## config.mk

```make
export PLATFORM = sky130hd
export DESIGN_NAME = dev_fetch_flat
export DESIGN_NICKNAME = d
export VERILOG_FILES = /design/src/rtl/dev_fetch_if.sv /design/src/rtl/dev_fetch.sv /design/src/flat_wrapper.sv
export SDC_FILE = /design/constraint.sdc
export NUM_CORES = 1
export LEC_CHECK = 0
export ABC_AREA = 1
export CELL_PAD_IN_SITES_DETAIL_PLACEMENT = 0
export CELL_PAD_IN_SITES_GLOBAL_PLACEMENT = 2
export CORE_ASPECT_RATIO = 1.25
export CORE_MARGIN = 1
export CORE_UTILIZATION = 29
export CTS_CLUSTER_SIZE = 8
export DETAILED_ROUTE_END_ITERATION = 10
export HOLD_SLACK_MARGIN = 0.15
export PLACE_DENSITY = 0.81
export SYNTH_ARGS = -nofsm -noshare
export SYNTH_HDL_FRONTEND = slang
export SYNTH_SLANG_ARGS = --single-unit
```

## constraint.sdc

```tcl
create_clock -name clk -period 3.7 [get_ports clk]
set_input_delay 0.37 -clock clk [delete_from_list [all_inputs] [get_ports clk]]
set_output_delay 0.37 -clock clk [all_outputs]
set_load 0.01 [all_outputs]
```

## src/rtl/dev_fetch_if.sv

```systemverilog
// Byte-wide instruction memory read port: the fetch unit is the master, the memory is the slave.
interface dev_fetch_if #(
    parameter int ADDR_W = 16
);
    logic              mem_req;
    logic [ADDR_W-1:0] mem_addr;
    logic              mem_ack;
    logic [7:0]        mem_rdata;

    modport master (
        output mem_req,
        output mem_addr,
        input  mem_ack,
        input  mem_rdata
    );

    modport slave (
        input  mem_req,
        input  mem_addr,
        output mem_ack,
        output mem_rdata
    );
endinterface

```

## src/rtl/dev_fetch.sv

```systemverilog
// Instruction fetch unit: assembles a big-endian 32-bit word from four byte reads, issues it
// to the decoder with a one-cycle strobe, then picks the next fetch address from the control result.
module dev_fetch #(
    parameter int                ADDR_W   = 16,
    parameter logic [ADDR_W-1:0] RESET_PC = '0
) (
    input  logic              clk,
    input  logic              rst,
    dev_fetch_if.master       bus,
    output logic [31:0]       ir,
    output logic [ADDR_W-1:0] ir_pc,
    output logic              ir_valid,
    output logic [ADDR_W-1:0] ret_addr,
    input  logic              exec_done,
    input  logic [1:0]        cu_op,
    input  logic [25:0]       jmp_offset,
    input  logic [ADDR_W-1:0] jmp_target,
    output logic              halted
);

    typedef enum logic [1:0] {
        FETCH,
        ISSUE,
        WAIT,
        HALT
    } state_t;

    localparam logic [1:0] OP_REL  = 2'd1;
    localparam logic [1:0] OP_ABS  = 2'd2;
    localparam logic [1:0] OP_HALT = 2'd3;

    state_t             state;
    state_t             state_next;
    logic [1:0]         byte_idx;
    logic [ADDR_W-1:0]  pc;
    logic [ADDR_W-1:0]  next_pc;
    logic [ADDR_W+25:0] offset_ext;
    logic               last_ack;

    assign ret_addr   = ir_pc + ADDR_W'(4);
    assign offset_ext = {{ADDR_W{jmp_offset[25]}}, jmp_offset};
    assign last_ack   = (state == FETCH) && bus.mem_req && bus.mem_ack && (byte_idx == 2'd3);

    // Truncating the sign-extended offset before the add gives the same wrapped sum.
    always_comb begin
        next_pc = ret_addr;
        case (cu_op)
            OP_REL:  next_pc = ir_pc + offset_ext[ADDR_W-1:0];
            OP_ABS:  next_pc = {jmp_target[ADDR_W-1:2], 2'b00};
            default: next_pc = ret_addr;
        endcase
    end

    always_ff @(posedge clk or posedge rst) begin
        if (rst) begin
            state <= FETCH;
        end else begin
            state <= state_next;
        end
    end

    always_comb begin
        state_next = state;
        case (state)
            FETCH: if (last_ack) state_next = ISSUE;
            ISSUE: state_next = WAIT;
            WAIT: begin
                if (exec_done) begin
                    state_next = (cu_op == OP_HALT) ? HALT : FETCH;
                end
            end
            HALT:    state_next = HALT;
            default: state_next = FETCH;
        endcase
    end

    // A request opens on the first FETCH cycle; each ack consumes one byte and advances the address.
    always_ff @(posedge clk or posedge rst) begin
        if (rst) begin
            byte_idx     <= 2'd0;
            pc           <= RESET_PC;
            bus.mem_req  <= 1'b0;
            bus.mem_addr <= RESET_PC;
            ir           <= 32'h0;
            ir_pc        <= '0;
            ir_valid     <= 1'b0;
            halted       <= 1'b0;
        end else begin
            ir_valid <= 1'b0;
            case (state)
                FETCH: begin
                    if (!bus.mem_req) begin
                        bus.mem_req  <= 1'b1;
                        bus.mem_addr <= pc;
                        byte_idx     <= 2'd0;
                    end else if (bus.mem_ack) begin
                        case (byte_idx)
                            2'd0:    ir[31:24] <= bus.mem_rdata;
                            2'd1:    ir[23:16] <= bus.mem_rdata;
                            2'd2:    ir[15:8]  <= bus.mem_rdata;
                            default: ir[7:0]   <= bus.mem_rdata;
                        endcase
                        bus.mem_addr <= bus.mem_addr + ADDR_W'(1);
                        byte_idx     <= byte_idx + 2'd1;
                        if (byte_idx == 2'd3) begin
                            bus.mem_req <= 1'b0;
                            ir_pc       <= pc;
                            ir_valid    <= 1'b1;
                        end
                    end
                end
                WAIT: begin
                    if (exec_done) begin
                        if (cu_op == OP_HALT) begin
                            halted <= 1'b1;
                        end else begin
                            pc <= next_pc;
                        end
                    end
                end
                default: begin
                end
            endcase
        end
    end

endmodule

```

## src/flat_wrapper.sv

```systemverilog
// flat-port wrapper written by rule: the top's interface ports become plain ports
module dev_fetch_flat 
#(
    parameter int                ADDR_W   = 16,
    parameter logic [ADDR_W-1:0] RESET_PC = '0
)
  (clk, rst, ir, ir_pc, ir_valid, ret_addr, exec_done, cu_op, jmp_offset, jmp_target, halted, bus_mem_req, bus_mem_addr, bus_mem_ack, bus_mem_rdata);
  dev_fetch_if #(.ADDR_W(ADDR_W)) bus_i ();
  input  logic clk;
  input  logic rst;
  output logic [31:0] ir;
  output logic [ADDR_W-1:0] ir_pc;
  output logic ir_valid;
  output logic [ADDR_W-1:0] ret_addr;
  input  logic exec_done;
  input  logic [1:0] cu_op;
  input  logic [25:0] jmp_offset;
  input  logic [ADDR_W-1:0] jmp_target;
  output logic halted;
  output wire logic [$bits(bus_i.mem_req)-1:0] bus_mem_req;
  output wire logic [$bits(bus_i.mem_addr)-1:0] bus_mem_addr;
  input wire logic [$bits(bus_i.mem_ack)-1:0] bus_mem_ack;
  input wire logic [$bits(bus_i.mem_rdata)-1:0] bus_mem_rdata;
  assign bus_mem_req = bus_i.mem_req;
  assign bus_mem_addr = bus_i.mem_addr;
  assign bus_i.mem_ack = bus_mem_ack;
  assign bus_i.mem_rdata = bus_mem_rdata;
  dev_fetch #(.ADDR_W(ADDR_W), .RESET_PC(RESET_PC)) u_core (.clk(clk), .rst(rst), .bus(bus_i), .ir(ir), .ir_pc(ir_pc), .ir_valid(ir_valid), .ret_addr(ret_addr), .exec_done(exec_done), .cu_op(cu_op), .jmp_offset(jmp_offset), .jmp_target(jmp_target), .halted(halted));
endmodule
```

==> results of run 1 <==
-- cell type report --
class,count,area share
inverter,109,0.05707
tap,228,0.03943
clock buffer,9,0.03113
multi-input combinational,538,0.3772
sequential,87,0.3009
clock inverter,7,0.01574
timing repair buffer,130,0.1785
-- cell usage after synthesis (all sizes together) --
| library cell | number | area (µm²) |
|---|---|---|
| buf | 15 | 103.8 |
| nand3b | 3 | 22.52 |
| inv | 109 | 411.7 |
| xor2 | 10 | 87.58 |
| nand3 | 48 | 245.2 |
| a21oi | 35 | 175.2 |
| nand4 | 12 | 75.07 |
| nor3 | 12 | 76.33 |
| a31oi | 2 | 12.51 |
| o22ai | 1 | 6.260 |
| a31o | 1 | 8.760 |
| o21ai | 79 | 436.7 |
| nor2 | 41 | 200.2 |
| ha | 24 | 300.3 |
| a22oi | 1 | 7.510 |
| or2 | 5 | 33.79 |
| nand2 | 254 | 953.4 |
| xnor2 | 1 | 8.760 |
| o211ai | 6 | 45.04 |
| fa | 1 | 20.02 |
| clkbuf | 8 | 30.03 |
| nor4 | 1 | 6.260 |
| dfrtp | 87 | 2177 |
| o31ai | 1 | 7.510 |
-- state kept, by name, indices dropped and copies added, names as in the netlist --
name,cells
u_core.bus.mem_req,1
u_core.state,2
u_core.ir_pc,16
u_core.ir_valid,1
u_core.halted,1
u_core.pc,16
u_core.bus.mem_addr,16
u_core.byte_idx,2
u_core.ir,32
-- layer usage --
layer,track usage,vias to the layer above,routed length [µm]
met5,0,-,0
met4,0.04762,0,193
met3,0.01788,12,568
met2,0.3068,119,8434
met1,0.2233,2445,7628
li1,-,2653,-
-- through the flow --
| step | instance area [µm²] | cells | utilization |
|---|---|---|---|
| final | 7234 | 1108 | 0.3967 |
| after floorplan | 5451 | 757 | - |
| after global placement | 6895 | 1092 | 0.3781 |
| after global routing | 7234 | 1108 | 0.3967 |
| after CTS | 7234 | 1108 | 0.3967 |
| after detailed placement | 6895 | 1092 | 0.3781 |
-- cells in the final DEF, fill, tap and decap left out, drive strengths merged, types with 2 or more instances in the layout --
cell,n
nand2,254
clkdlybuf4s50,126
inv,112
dfrtp,87
o21ai,79
nand3,48
nor2,41
a21oi,35
ha,24
nand4,12
nor3,12
xor2,10
clkbuf,9
o211ai,6
or2,5
buf,4
nand3b,3
a31oi,2
bufinv,2
clkinv,2
-- power breakdown --
group | switching [mW] | internal, mW
Clock | 0.424 | 0.610
Sequential | 0.476 | 1.38
Combinational | 1.63 | 1.35
Total | 2.53 | 3.34
-- worst max-delay path, stage by stage (launching register included) --
cell and delay, ns:
dfrtp_1 0.57, ha_1 0.30, nand3_1 0.18, nor2_1 0.16, xor2_1 0.24, clkdlybuf4s50_1 0.59
-- logic make-up after synthesis --
family / Yosys count
and+or+nand+nor: 376
buffers and inverters: 132
AOI/OAI and AO/OA: 126
DFF: 87
adders and majority gates: 25
xor gates and xnor gates: 11
-- worst max path at each step --
stage / startpoint / endpoint / slack, ns / cells after the start
5_1_grt: u_core.ir_pc[2] / ret_addr[14] / 0.74 / 6
3_5_place_dp: cu_op[0] / u_core.pc[8] / 0.99 / 7
6_report: u_core.ir_pc[2] / ret_addr[8] / 0.95 / 5
2_1_floorplan: rst / u_core.bus.mem_addr[0] / 1.08 / 1
3_3_place_gp: cu_op[0] / u_core.pc[8] / 1.05 / 7
4_1_cts: u_core.ir_pc[2] / ret_addr[14] / 0.87 / 6
==> qor.csv, run 1 <==
metric,value,unit
status,finished clean,
num rows,55,
hold_ws,0.4766,ns
number of global-route vias before repair,5045,
total core area,18240,µm²
Multi-input gate area,2729,µm²
distinct cell type count after synthesis,39,
period utilization,0.7419,
1st-pass router iterations,5,
final critical-path required period,2.745,ns
storage element area,2177,µm²
CTS buffer count,9,
IO buf count,126,
Final Hold Violating Endpoints,0,
critical path arrival,2.38,ns
clk_lat worst skew,0.34,ns
Worst Path Max Fanout,7,
Synth Net Count,838,
unrepaired setup endpoints after global routing,false,
Synth Area in XOR/XNOR,0.01767,
CTS Buffer Depth,2,
Worst Slack Setup Final,0.9549,ns
post-synthesis sequential area ratio,0.3994,
reg-to-reg critical path endpoint,u_core.pc[12],
Total GRT Usage,0.1733,
detailed-route wire length,16.82,mm
peak supply drop,0.3442,mV
fillers,1879,
Worst setup EP type,primary output,
Ant. Diodes,0,
Post-DP HPWL,13.00,mm
FF-to-FF setup slack,1.58,ns
WS Path Type,reg -> out,
CTS H-tree depth,3,
crit path launch type,register,
drt initial violations,328,
PwrDens,812.3,nW/µm²
Max Clk Rate,364.3,MHz
Ys Warns,0,
post-synthesis simple-gate area fraction,0.2958,
Final ANT Viol Nets,0,
DRC Markers,0,
compound-gate portion of the synthesized area,0.1283,
Post-Route Setup TNS,0,ns
post-CTS sizing,0,
Slew headroom,0.4545,
Synth Area in Adders,0.05876,
"Slew Viols, Final",0,
post-synthesis register bit count,87,
clk sinks,87,
placer congestion estimate,0.8163,
number of cells on the worst reg-to-reg path,13,
# Post-CTS Setup Buffers,0,
Die H,155.3,µm
Worst Max-Slew Pin Slew,0.8183,ns
initial antenna violation count,0,
Design Power,5.877,mW
Initial Util,0.2989,
Layout area overhead,32.71,%
Final setup viols,0,
total gr overflow,0,
Die Area,19350,µm²
largest net degree at the start of global routing,45,
"CTS clk-pin slew, worst paths",0.07,ns
Max Cap Violations,0,
multiplexer area fraction after synthesis,0,
Setup Skew,0.005374,ns
hold_buf cts,0,
leakage,3.561,nW
global-route wire length before repair,26.74,mm
synthesized area per cell,7.201,µm²
io pins,139,
Die X,124.6,µm
CTS tree,done,
Worst Path Required,3.33,ns
Setup WS pre-CTS,0.9880,ns
Worst Hold Class,in -> async,
vias per cell,4.719,
Post-Synthesis Cells,757,
synthesized area,5451,µm²
via count,5229,
reg-to-reg startpoint,u_core.ir_pc[0],
fraction of layout instances using a drive strength above 1,0.06250,
CTS root buffer,clkbuf_16,
largest family of logic cells by synthesized area,simple AND/OR/NAND/NOR gates,
drt wl/cell,15.18,µm
nets@finish,956,
(Power assumes the default switching activity.)
==> run 2, diff against run 1 <==
CORE_UTILIZATION = 27   (was 29)
PLACE_DENSITY = 0.76   (was 0.81)
clock period = 2.6 ns   (was 3.7 ns; I/O delays follow)
==> run 2 against run 1 <==
Worst hold slack worse by 0.19 ns; core utilization is 2.2 points lower; highest routed layer unchanged; global-route usage is 0.32 points higher.
==> qor.csv, run 2 (synthesized netlist as in run 1, its figures left out) <==
metric,value,unit
Total GRT Usage,0.1765,
Ant. Diodes,0,
via count,5162,
Worst Slack Setup Final,0.1189,ns
Design Power,8.356,mW
Post-DP HPWL,13.58,mm
# placed instances,1137,
1st-pass router iterations,4,
storage element area,2180,µm²
CTS H-tree depth,3,
leakage,3.595,nW
Final Hold Violating Endpoints,0,
"Slew Viols, Final",0,
Post-Layout Cell Count,1153,
"CTS clk-pin slew, worst paths",0.07,ns
Multi-input gate area,2734,µm²
CTS buffer count,9,
Worst Max-Slew Pin Slew,0.6109,ns
CTS Buffer Depth,2,
Layout area overhead,34.68,%
num rows,57,
clk sinks,87,
status,finished clean,
placer congestion estimate,0.7801,
Max Clk Rate,403.0,MHz
Worst setup EP type,primary output,
Die X,129.1,µm
detailed-route wire length,17.53,mm
Setup Skew,0.01160,ns
Die Area,20770,µm²
nets@finish,964,
IO buf count,126,
"most common cell after layout, fill and taps aside",nand2_1,
Initial Util,0.2780,
PwrDens,1138,nW/µm²
final critical-path required period,2.481,ns
vias per cell,4.477,
WS Path Type,reg -> out,
worst-path cell chain,inv_1 -> nor3_2 -> xor2_1 -> clkdlybuf4s50_1,
hold_ws,0.2899,ns
Worst Hold Class,in -> async,
Max Cap Violations,0,
peak supply drop,0.4729,mV
Slowest cell on crit path,clkdlybuf4s50_1,
CTS tree,done,
final core utilization,0.3744,
# Post-CTS Setup Buffers,0,
Setup WS pre-CTS,0.2568,ns
initial antenna violation count,0,
crit path launch type,register,
Worst Path Required,2.34,ns
post-layout instance area,7342,µm²
drt wl/cell,15.20,µm
Final ANT Viol Nets,0,
unrepaired setup endpoints after global routing,false,
clk_lat worst skew,0.35,ns
fillers,2086,
total gr overflow,0,
global-route wire length before repair,28.07,mm
fraction of layout instances using a drive strength above 1,0.07432,
Die H,160.9,µm
placed instance area,7014,µm²
"commonest non-fill, non-tap cells in the layout","nand2_1, clkdlybuf4s50_1, inv_1, dfrtp_1, o21ai_0",
Worst Path Max Fanout,5,
Slew headroom,0.5922,
slowest cell delay on critical path,0.59,ns
Biggest register,u_core.ir,
number of global-route vias before repair,5245,
DRC Markers,0,
CTS root buffer,clkbuf_16,
critical path arrival,2.22,ns
Largest register FFs,32,
Post-Route Setup TNS,0,ns
total core area,19610,µm²
period utilization,0.9543,
drt initial violations,218,
io pins,139,
largest net degree at the start of global routing,32,
Final setup viols,0,
[run 2: cell count changes in the layout (fill, tap and decap cells not counted)]
cell	change
buf_4	+7
dfrtp_1	-2
dfrtp_2	+2
buf_12	+1
bufinv_16	-1
clkinv_4	+1
inv_6	-1
inv_8	+1
nor3_1	-1
nor3_2	+1
[run 2: layout make-up]
cell class | instances | area share
repair buffers | 138 | 0.1858
multi-input cells | 538 | 0.3724
flip-flops and latches | 87 | 0.2969
inverters | 109 | 0.05624
well taps | 265 | 0.04516
clock buffers | 9 | 0.03067
clock inverters | 7 | 0.01295
[run 2: worst paths after layout]
path	from	endpoint	slack (ns)	depth (start not counted)
worst max register to register	u_core.ir_pc[0]	u_core.pc[12]	0.49	13
worst max-delay path	u_core.ir_pc[5]	ret_addr[7]	0.12	4
max in group asynchronous	rst	u_core.ir_pc[3]	1.65	3
worst min register to register	u_core.halted	u_core.halted	0.48	1
min in group clk	u_core.halted	u_core.halted	0.48	1
worst min-delay path	rst	u_core.bus.mem_addr[12]	0.29	2
[run 2: metal layers]
layer / GRT usage / vias to the layer above / share of wire
li1: - / 2661 / -
met1: 0.2263 / 2390 / 0.46
met3: 0.02398 / 14 / 0.032
met4: 0.04545 / 0 / 0.014
met2: 0.3086 / 97 / 0.50
met5: 0 / - / 0
[run 2: critical path, delay by kind of cell (launching register included)]
kind / cells / cell delay (ns)
simple gates: 1 / 0.38
buf+inv: 2 / 0.74
flops: 1 / 0.44
xor+xnor: 1 / 0.31
[run 2: timing repair]
item / CTS / global route
resized for setup: 1 / 2
setup endpoints to repair: 1 / 3
cloned: 0 / 0
hold buffers: 0 / 0
[run 2: power by group]
part	leakage [nW]	switching, mW	internal (mW)	total, mW
Combinational	2.35	2.36	1.97	4.33
Clock	0.157	0.621	0.776	1.40
Sequential	1.09	0.663	1.97	2.63
Total	3.60	3.65	4.71	8.36
==> run 3, diff against run 2 <==
clock period = 2.3 ns   (was 2.6 ns; I/O delays follow)
==> run 3 against run 2 <==
Clock skew shrank 0.0019 ns; largest power group unchanged; core utilization increased by 0.62 points; die area unchanged.
==> qor.csv, run 3 (synthesized netlist as in run 1, its figures left out) <==
metric,value,unit
1st-pass router iterations,4,
unrepaired setup endpoints after global routing,false,
fillers,2099,
"commonest non-fill, non-tap cells in the layout","nand2_1, clkdlybuf4s50_1, inv_1, dfrtp_1, o21ai_0",
Final setup viols,0,
Layout area overhead,36.91,%
Post-Route Setup TNS,0,ns
Biggest register,u_core.ir,
post-layout instance area,7463,µm²
CTS tree,done,
placer congestion estimate,0.7446,
DRC Markers,0,
initial antenna violation count,0,
global-route wire length before repair,27.68,mm
CTS root buffer,clkbuf_16,
Slew headroom,0.6392,
IO buf count,126,
Final ANT Viol Nets,0,
Total GRT Usage,0.1748,
nets@finish,974,
total gr overflow,0,
number of global-route vias before repair,5180,
placed instance area,7062,µm²
"Slew Viols, Final",0,
io pins,139,
Largest register FFs,32,
Initial Util,0.2780,
"CTS clk-pin slew, worst paths",0.07,ns
Worst Path Max Fanout,4,
# placed instances,1143,
slowest cell delay on critical path,0.60,ns
via count,5134,
Setup Skew,0.009709,ns
"most common cell after layout, fill and taps aside",nand2_1,
Die H,160.9,µm
Design Power,9.436,mW
WS Path Type,reg -> out,
Ant. Diodes,0,
Final Hold Violating Endpoints,0,
CTS Buffer Depth,2,
detailed-route wire length,17.42,mm
worst-path cell chain,buf_4 -> nand3_2 -> xor2_1 -> clkdlybuf4s50_1,
Worst setup EP type,primary output,
storage element area,2188,µm²
vias per cell,4.414,
clk sinks,87,
status,finished clean,
CTS H-tree depth,3,
Max Clk Rate,459.2,MHz
peak supply drop,0.5345,mV
Worst Slack Setup Final,0.1225,ns
clk_lat worst skew,0.35,ns
CTS buffer count,9,
leakage,3.686,nW
drt wl/cell,14.98,µm
drt initial violations,259,
total core area,19610,µm²
Slowest cell on crit path,clkdlybuf4s50_1,
Post-DP HPWL,13.49,mm
Post-Layout Cell Count,1163,
Setup WS pre-CTS,0.02167,ns
largest net degree at the start of global routing,88,
fraction of layout instances using a drive strength above 1,0.1036,
critical path arrival,1.95,ns
Max Cap Violations,0,
period utilization,0.9467,
Die Area,20770,µm²
Worst Path Required,2.07,ns
final critical-path required period,2.178,ns
FF-to-FF setup slack,0.20,ns
Worst Max-Slew Pin Slew,0.5412,ns
Multi-input gate area,2785,µm²
Die X,129.1,µm
PwrDens,1264,nW/µm²
crit path launch type,register,
num rows,57,
Worst Hold Class,in -> async,
[run 3: path summary, 6_finish.rpt]
path,from,endpoint,cells past startpoint
max,u_core.ir_pc[3],ret_addr[5],4
min,rst,u_core.bus.mem_addr[14],3
max reg2reg,u_core.ir_pc[3],u_core.pc[5],11
min reg2reg,u_core.halted,u_core.halted,1
max in group asynchronous,rst,u_core.ir_pc[4],3
min in group clk,u_core.halted,u_core.halted,1
[run 3: layout make-up]
| type | instances | area share |
|---|---|---|
| Tap cell | 265 | 0.04443 |
| Clock buffer | 9 | 0.03018 |
| Sequential cell | 87 | 0.2932 |
| Inverter | 109 | 0.05566 |
| Clock inverter | 7 | 0.01023 |
| Timing Repair Buffer | 148 | 0.1931 |
| Multi-Input combinational cell | 538 | 0.3732 |
[run 3: what timing repair did]
item                                    4_1_cts  5_1_grt
hold buffers                                  0        0
resized for setup                            17       11
buffers inserted                              2        2
endpoints found under the setup margin       10        6
pin swaps                                     0        3
[run 3: critical path, delay by kind of cell, from the launching register on]
kind,cells,cell delay [ns]
xor gates and xnor gates,1,0.30
DFF,1,0.43
buffers and inverters,2,0.75
and+or+nand+nor,1,0.13
[run 3: power breakdown]
part	internal [mW]	total, mW	switching, mW
Sequential	2.23	2.97	0.737
Clock	0.770	1.47	0.698
Combinational	2.28	5.00	2.72
Total	5.28	9.44	4.16
[run 3: stage by stage]
step	hold slack [ns]	utilization
2_1_floorplan	0.3930	-
3_3_place_gp	0.4592	0.3601
3_5_place_dp	0.4573	0.3601
4_1_cts	0.3912	0.3782
5_1_grt	0.3768	0.3805
6_report	0.3123	0.3805
[run 3: routing by layer]
| metal | track usage | routed length [µm] | vias up |
|---|---|---|---|
| met2 | 0.3118 | 8756 | 88 |
| li1 | - | - | 2687 |
| met5 | 0 | 0 | - |
| met4 | 0.04278 | 206 | 0 |
| met1 | 0.2153 | 7752 | 2345 |
| met3 | 0.03065 | 708 | 14 |
